===== config.mk =====
export PLATFORM = sky130hd
export DESIGN_NAME = fp_accumulator_flat
export DESIGN_NICKNAME = d
export VERILOG_FILES = /design/src/rtl/fp_accumulator_if.sv /design/src/rtl/fp_accumulator.sv /design/src/flat_wrapper.sv
export SDC_FILE = /design/constraint.sdc
export NUM_CORES = 1
export LEC_CHECK = 0
export BUFFER_PORTS_ARGS = -buffer_cell sky130_fd_sc_hd__buf_4
export CORE_ASPECT_RATIO = 0.9
export CORE_MARGIN = 4
export CORE_UTILIZATION = 50
export DETAILED_ROUTE_END_ITERATION = 12
export GPL_TIMING_DRIVEN = 0
export HOLD_SLACK_MARGIN = 0.08
export PLACE_DENSITY = 0.76
export SYNTH_ARGS = -nofsm -noshare
export SYNTH_HDL_FRONTEND = slang
export SYNTH_SLANG_ARGS = --single-unit
export TNS_END_PERCENT = 10

===== constraint.sdc =====
create_clock -name clk -period 9.6 [get_ports clk]
set_input_delay 0.96 -clock clk [delete_from_list [all_inputs] [get_ports clk]]
set_output_delay 0.96 -clock clk [all_outputs]
set_load 0.05 [all_outputs]

===== src/rtl/fp_accumulator_if.sv =====
// Operand stream and accumulator status bundle for fp_accumulator.
// The master drives operands and clear; the slave reports sum and flags.
interface fp_accumulator_if #(
  parameter int COUNT_W = 8
);
  logic               clear;
  logic               in_valid;
  logic [31:0]        in_data;
  logic               in_ready;
  logic [31:0]        sum;
  logic               sum_valid;
  logic [COUNT_W-1:0] count;
  logic               err;
  logic               ovf;

  modport master (
    output clear,
    output in_valid,
    output in_data,
    input  in_ready,
    input  sum,
    input  sum_valid,
    input  count,
    input  err,
    input  ovf
  );

  modport slave (
    input  clear,
    input  in_valid,
    input  in_data,
    output in_ready,
    output sum,
    output sum_valid,
    output count,
    output err,
    output ovf
  );
endinterface


===== src/rtl/fp_accumulator.sv =====
// Multi-cycle binary32 accumulator for non-negative operands.
// One shared align/add/normalise path, truncating, stepped by a 4-state FSM.
module fp_accumulator #(
  parameter int COUNT_W = 8
) (
  input  logic            clk,
  input  logic            rst_n,
  fp_accumulator_if.slave bus
);

  typedef enum logic [1:0] {
    S_IDLE,
    S_ALIGN,
    S_ADD,
    S_NORM
  } state_t;

  localparam logic [31:0] INF = 32'h7F80_0000;

  state_t r_state;
  state_t w_next;

  logic [30:0]        r_opnd;
  logic [31:0]        r_sum;
  logic [COUNT_W-1:0] r_count;
  logic               r_sum_valid;
  logic               r_err;
  logic               r_ovf;
  logic [7:0]         r_exp;
  logic [23:0]        r_mbig;
  logic [23:0]        r_msmall;
  logic [24:0]        r_msum;

  logic        w_ready;
  logic        w_xfer;
  logic        w_illegal;
  logic [7:0]  w_ea;
  logic [7:0]  w_eb;
  logic [23:0] w_ma;
  logic [23:0] w_mb;
  logic        w_a_big;
  logic [7:0]  w_diff;
  logic [23:0] w_small;
  logic [23:0] w_shift;
  logic [8:0]  w_exp9;
  logic [22:0] w_frac;
  logic        w_of;

  assign w_ready   = (r_state == S_IDLE) && !bus.clear;
  assign w_xfer    = bus.in_valid && w_ready;
  assign w_illegal = bus.in_data[31] ||
                     (bus.in_data[30:23] == 8'hFF);

  assign bus.in_ready  = w_ready;
  assign bus.sum       = r_sum;
  assign bus.sum_valid = r_sum_valid;
  assign bus.count     = r_count;
  assign bus.err       = r_err;
  assign bus.ovf       = r_ovf;

  // Exponent 0 carries no hidden bit, so zero and flushed operands align as 0.
  assign w_ea = r_sum[30:23];
  assign w_eb = r_opnd[30:23];
  assign w_ma = (w_ea == 8'd0) ? 24'd0 : {1'b1, r_sum[22:0]};
  assign w_mb = (w_eb == 8'd0) ? 24'd0 : {1'b1, r_opnd[22:0]};

  assign w_a_big = (w_ea >= w_eb);
  assign w_diff  = w_a_big ? (w_ea - w_eb) : (w_eb - w_ea);
  assign w_small = w_a_big ? w_mb : w_ma;
  assign w_shift = (w_diff >= 8'd24) ? 24'd0 : (w_small >> w_diff);

  assign w_exp9 = {1'b0, r_exp} + {8'd0, r_msum[24]};
  assign w_frac = r_msum[24] ? r_msum[23:1] : r_msum[22:0];
  assign w_of   = r_ovf || (w_exp9 >= 9'd255);

  always_comb begin
    w_next = r_state;
    unique case (r_state)
      S_IDLE:  if (w_xfer && !w_illegal) w_next = S_ALIGN;
      S_ALIGN: w_next = S_ADD;
      S_ADD:   w_next = S_NORM;
      S_NORM:  w_next = S_IDLE;
      default: w_next = S_IDLE;
    endcase
    if (bus.clear) w_next = S_IDLE;
  end

  always_ff @(posedge clk or negedge rst_n) begin
    if (!rst_n) r_state <= S_IDLE;
    else        r_state <= w_next;
  end

  always_ff @(posedge clk or negedge rst_n) begin
    if (!rst_n) begin
      r_opnd      <= '0;
      r_sum       <= '0;
      r_count     <= '0;
      r_sum_valid <= 1'b0;
      r_err       <= 1'b0;
      r_ovf       <= 1'b0;
      r_exp       <= '0;
      r_mbig      <= '0;
      r_msmall    <= '0;
      r_msum      <= '0;
    end else if (bus.clear) begin
      r_sum       <= '0;
      r_count     <= '0;
      r_sum_valid <= 1'b0;
      r_err       <= 1'b0;
      r_ovf       <= 1'b0;
    end else begin
      r_sum_valid <= 1'b0;
      unique case (r_state)
        S_IDLE: begin
          if (w_xfer && w_illegal) begin
            r_err <= 1'b1;
          end else if (w_xfer) begin
            r_opnd <= (bus.in_data[30:23] == 8'd0) ?
                      31'd0 : bus.in_data[30:0];
          end
        end
        S_ALIGN: begin
          r_exp    <= w_a_big ? w_ea : w_eb;
          r_mbig   <= w_a_big ? w_ma : w_mb;
          r_msmall <= w_shift;
        end
        S_ADD: begin
          r_msum <= {1'b0, r_mbig} + {1'b0, r_msmall};
        end
        S_NORM: begin
          r_sum_valid <= 1'b1;
          if (r_count != '1) r_count <= r_count + 1'b1;
          // Saturate to +inf and stay there until clear.
          if (w_of) begin
            r_sum <= INF;
            r_ovf <= 1'b1;
          end else begin
            r_sum <= {1'b0, w_exp9[7:0], w_frac};
          end
        end
        default: ;
      endcase
    end
  end

endmodule


===== src/flat_wrapper.sv =====
// flat-port wrapper written by rule: the top's interface ports become plain ports
module fp_accumulator_flat 
#(
  parameter int COUNT_W = 8
)
  (clk, rst_n, bus_clear, bus_in_valid, bus_in_data, bus_in_ready, bus_sum, bus_sum_valid, bus_count, bus_err, bus_ovf);
  fp_accumulator_if #(.COUNT_W(COUNT_W)) bus_i ();
  input  logic clk;
  input  logic rst_n;
  input wire logic [$bits(bus_i.clear)-1:0] bus_clear;
  input wire logic [$bits(bus_i.in_valid)-1:0] bus_in_valid;
  input wire logic [$bits(bus_i.in_data)-1:0] bus_in_data;
  output wire logic [$bits(bus_i.in_ready)-1:0] bus_in_ready;
  output wire logic [$bits(bus_i.sum)-1:0] bus_sum;
  output wire logic [$bits(bus_i.sum_valid)-1:0] bus_sum_valid;
  output wire logic [$bits(bus_i.count)-1:0] bus_count;
  output wire logic [$bits(bus_i.err)-1:0] bus_err;
  output wire logic [$bits(bus_i.ovf)-1:0] bus_ovf;
  assign bus_i.clear = bus_clear;
  assign bus_i.in_valid = bus_in_valid;
  assign bus_i.in_data = bus_in_data;
  assign bus_in_ready = bus_i.in_ready;
  assign bus_sum = bus_i.sum;
  assign bus_sum_valid = bus_i.sum_valid;
  assign bus_count = bus_i.count;
  assign bus_err = bus_i.err;
  assign bus_ovf = bus_i.ovf;
  fp_accumulator #(.COUNT_W(COUNT_W)) u_core (.clk(clk), .rst_n(rst_n), .bus(bus_i));
endmodule

==> out/metrics.yaml <==
timing:
  worst_pin_slew_ns: 1.07
  finalCriticalPeriod_ns: 4.17
  max_freq_ghz: 0.240
  hold_violations: 0
  rsz0062_at_grt: "false"
  relSlewSlack: 0.283
  maxSlewViolCount: 0
  finClkSkew_ns: 0.0147
  min_period_over_period: 0.434
  setup_viol: 0
  setup_tns_ns: 0
  finalWorstSetupSlack_ns: 5.43
power_and_ir_drop:
  p_leak_nw: 5.32
  peakVddDrop_mv: 0.110
  power.share.sequential: 0.375
  clkPwrFrac: 0.282
  switching_share: 0.379
  combPwrFrac: 0.342
  p_int_w: 0.00155
  finalPower_w: 0.00249
  switchingPower_w: 0.000942
  power_density_nw_per_um2: 211
cells_and_area:
  n_fill_cell: 1847
  multiInputGateArea_um2: 5930
  n_antenna_cell: 0
  final-seq-area_um2: 3900
  finalNonFillerCells: 1559
  drive_gt1_frac: 0.121
  layout-area-overhead-vs-synth_pct: 14.9
  layout.nets: 1379
  utilization: 0.587
synthesis:
  yosysTopAreaCell: "dfrtp_1"
  yosys-top-cells-area: "dfrtp_1 38%, nand2_1 6.9%, mux2i_1 6.0%, ha_1 5.6%, o21ai_0 5.6%"
  syn-cell-area_um2: 10300
  synth-main-ff-cell: "dfrtp_1"
  synthesis.nets: 1281
  syn_avg_cell_area_um2: 8.60
  synthArstFlopShare: 1.00
  yosysSeqAreaShare: 0.380
  postSynthCellCount: 1196
  synth_common_cells: "188 x nand2_1, 156 x dfrtp_1, 121 x nor2_1"
  synthesis.yosys.warnings: 0
  yosysMostFrequentCell: "nand2_1"
  synth_top_area_share: 0.380
  ys_ff_latch: 156
  ys_types: 71
  synth_edf_count: 0
placement:
  portBuffers: 78
  dpl_worst_slack_ns: 5.57
  gp_congestion: 0.984
  dpl.hpwl_um: 25300
  dp_cells: 1530
setup_path:
  crit_fanout: 10
  worstPathArrival_ns: 4.45
  critPathRequiredTime_ns: 9.89
  crit_path_start_kind: "flop"
  path_class: "reg2reg"
  crit_path_end_kind: "flop"
clocking:
  cts.sinks: 156
  clk_latency_ns: 0.44
  post_cts_buffers: 0
  postCtsHoldBufs: 0
  clk_path_buf_depth: 2
  cts_tree: "done"
  ctsResizeCount: 0
  cts_htree_levels: 4
  cts_buffers: 17
  cts.clk_slew.worst_paths_ns: 0.06
  root_buffer: "clkbuf_16"
grt:
  grt_pass1_vias: 9017
  grt_max_degree: 104
  grt_overflow: 0
  antenna_found_initial: 0
  grt_util_all_layers: 0.285
  grt_pass1_wl_um: 50900
routing:
  drc_errors: 0
  dr.pass1.iters: 7
  drtIter0Drc: 1221
  vias: 9494
  wl_um: 32300
  wl_per_cell_um: 20.7
  vias_per_cell: 6.09
  ant_nets: 0
floorplanning:
  dieArea_um2: 22900
  num_rows: 49
  ios: 80
  core-area_um2: 20100
  die_w_um: 159
  initial_core_util: 0.511
  die_h_um: 144
outcome:
  status: "complete, no violations"
min_path:
  hold_path_class: "in2async"
run:
  max-cap-violations: 0
-- per-layer routing --
metal	part of all wire	vias to the layer above	track usage	routed length [um]
li1	-	4513	-	-
met1	0.46	4491	0.417	14900
met2	0.42	424	0.424	13600
met3	0.092	66	0.0633	2980
met4	0.026	0	0.0886	840
met5	0	-	0	0
-- logic make-up after synthesis --
logic type | Yosys count | share of synthesized area
mux | 87 | 0.0877
compound gates | 328 | 0.212
simple gates | 427 | 0.183
fa+ha+maj | 49 | 0.0618
flops | 156 | 0.380
other cells | 1 | 0.000365
buf+inv | 110 | 0.0433
xor+xnor | 38 | 0.0324
-- power by group through the flow --
stage               sequential [W]  clock [W]  combinational (W)
floorplan                 0.000890          0           0.000629
global placement          0.000932          0           0.000816
detailed placement        0.000939          0           0.000831
CTS                       0.000927   0.000705           0.000841
global route              0.000949   0.000736           0.000951
finish                    0.000933   0.000702           0.000852
-- path summary, 6_finish.rpt --
| kind | end | slack, ns | start | cells past startpoint |
|---|---|---|---|---|
| max in group asynchronous | u_core.bus.sum[20]$_DFFE_PN0P_ | 8.28 | rst_n | 2 |
| setup / recovery | u_core.r_mbig[13]$_DFFE_PN0P_ | 5.43 | u_core.bus.sum[23]$_DFFE_PN0P_ | 12 |
| hold / removal | u_core.bus.sum[28]$_DFFE_PN0P_ | 0.47 | rst_n | 1 |
| setup reg to reg | u_core.r_mbig[13]$_DFFE_PN0P_ | 5.43 | u_core.bus.sum[23]$_DFFE_PN0P_ | 12 |
| hold reg to reg | u_core.r_mbig[23]$_DFFE_PN0P_ | 0.50 | u_core.r_mbig[23]$_DFFE_PN0P_ | 2 |
| min in group clk | u_core.r_mbig[23]$_DFFE_PN0P_ | 0.50 | u_core.r_mbig[23]$_DFFE_PN0P_ | 2 |
-- placed cells by master, fill, tap and decap left out, types with 9 or more instances in the layout --
cell type	synthesis	layout
ha_1	46	46
o31ai_1	14	14
nor3_1	25	25
nand3_1	22	22
dfrtp_1	156	156
clkbuf_16	0	17
a21o_1	16	16
clkbuf_1	55	56
nand2_1	188	188
nand4_1	11	11
mux2_2	25	25
o21ai_0	115	115
mux2i_1	62	62
inv_1	33	33
nor4_1	11	11
xnor2_1	18	18
buf_4	1	78
o211ai_1	9	9
buf_2	11	11
a221oi_1	25	25
a21oi_1	42	42
nor2_1	121	121
xor2_1	20	20
a31oi_1	14	14
-- area by class of cell --
type / instances / area share
Buffer: 76 / 0.0269
Clock buffer: 20 / 0.0387
Clock inverter: 9 / 0.0118
Inverter: 34 / 0.0108
Multi-Input combinational cell: 930 / 0.502
Sequential cell: 156 / 0.330
Tap cell: 255 / 0.0270
Timing Repair Buffer: 79 / 0.0522
-- per-stage QoR --
step / hold WS, ns / instance area [um^2]
after floorplan: 0.443 / 10300
after global placement: 0.461 / 11200
after detailed placement: 0.479 / 11200
after CTS: 0.492 / 11800
after global routing: 0.506 / 11800
final: 0.469 / 11800
-- critical path, cell delays in order, from the launching register on --
cell,delay [ns]
dfrtp_1,0.49
inv_1,0.10
ha_1,0.23
fa_1,0.46
nand3b_1,0.26
nand4_4,0.14
a31o_2,0.25
clkbuf_1,0.40
buf_1,0.54
nor2_1,0.27
clkbuf_1,0.27
a221oi_1,0.49
nor2_1,0.11
-- state kept, by name, summed over array words and instances (netlist names) --
register and count:
u_core.r_msmall 24, u_core.r_state 2, u_core.bus.count 8, u_core.r_opnd 31
u_core.r_exp 8, u_core.bus.err 1, u_core.r_msum 25, u_core.bus.sum 31
u_core.bus.sum_valid 1, u_core.r_mbig 24, u_core.bus.ovf 1
No activity file was read; power rests on OpenSTA's default activity.
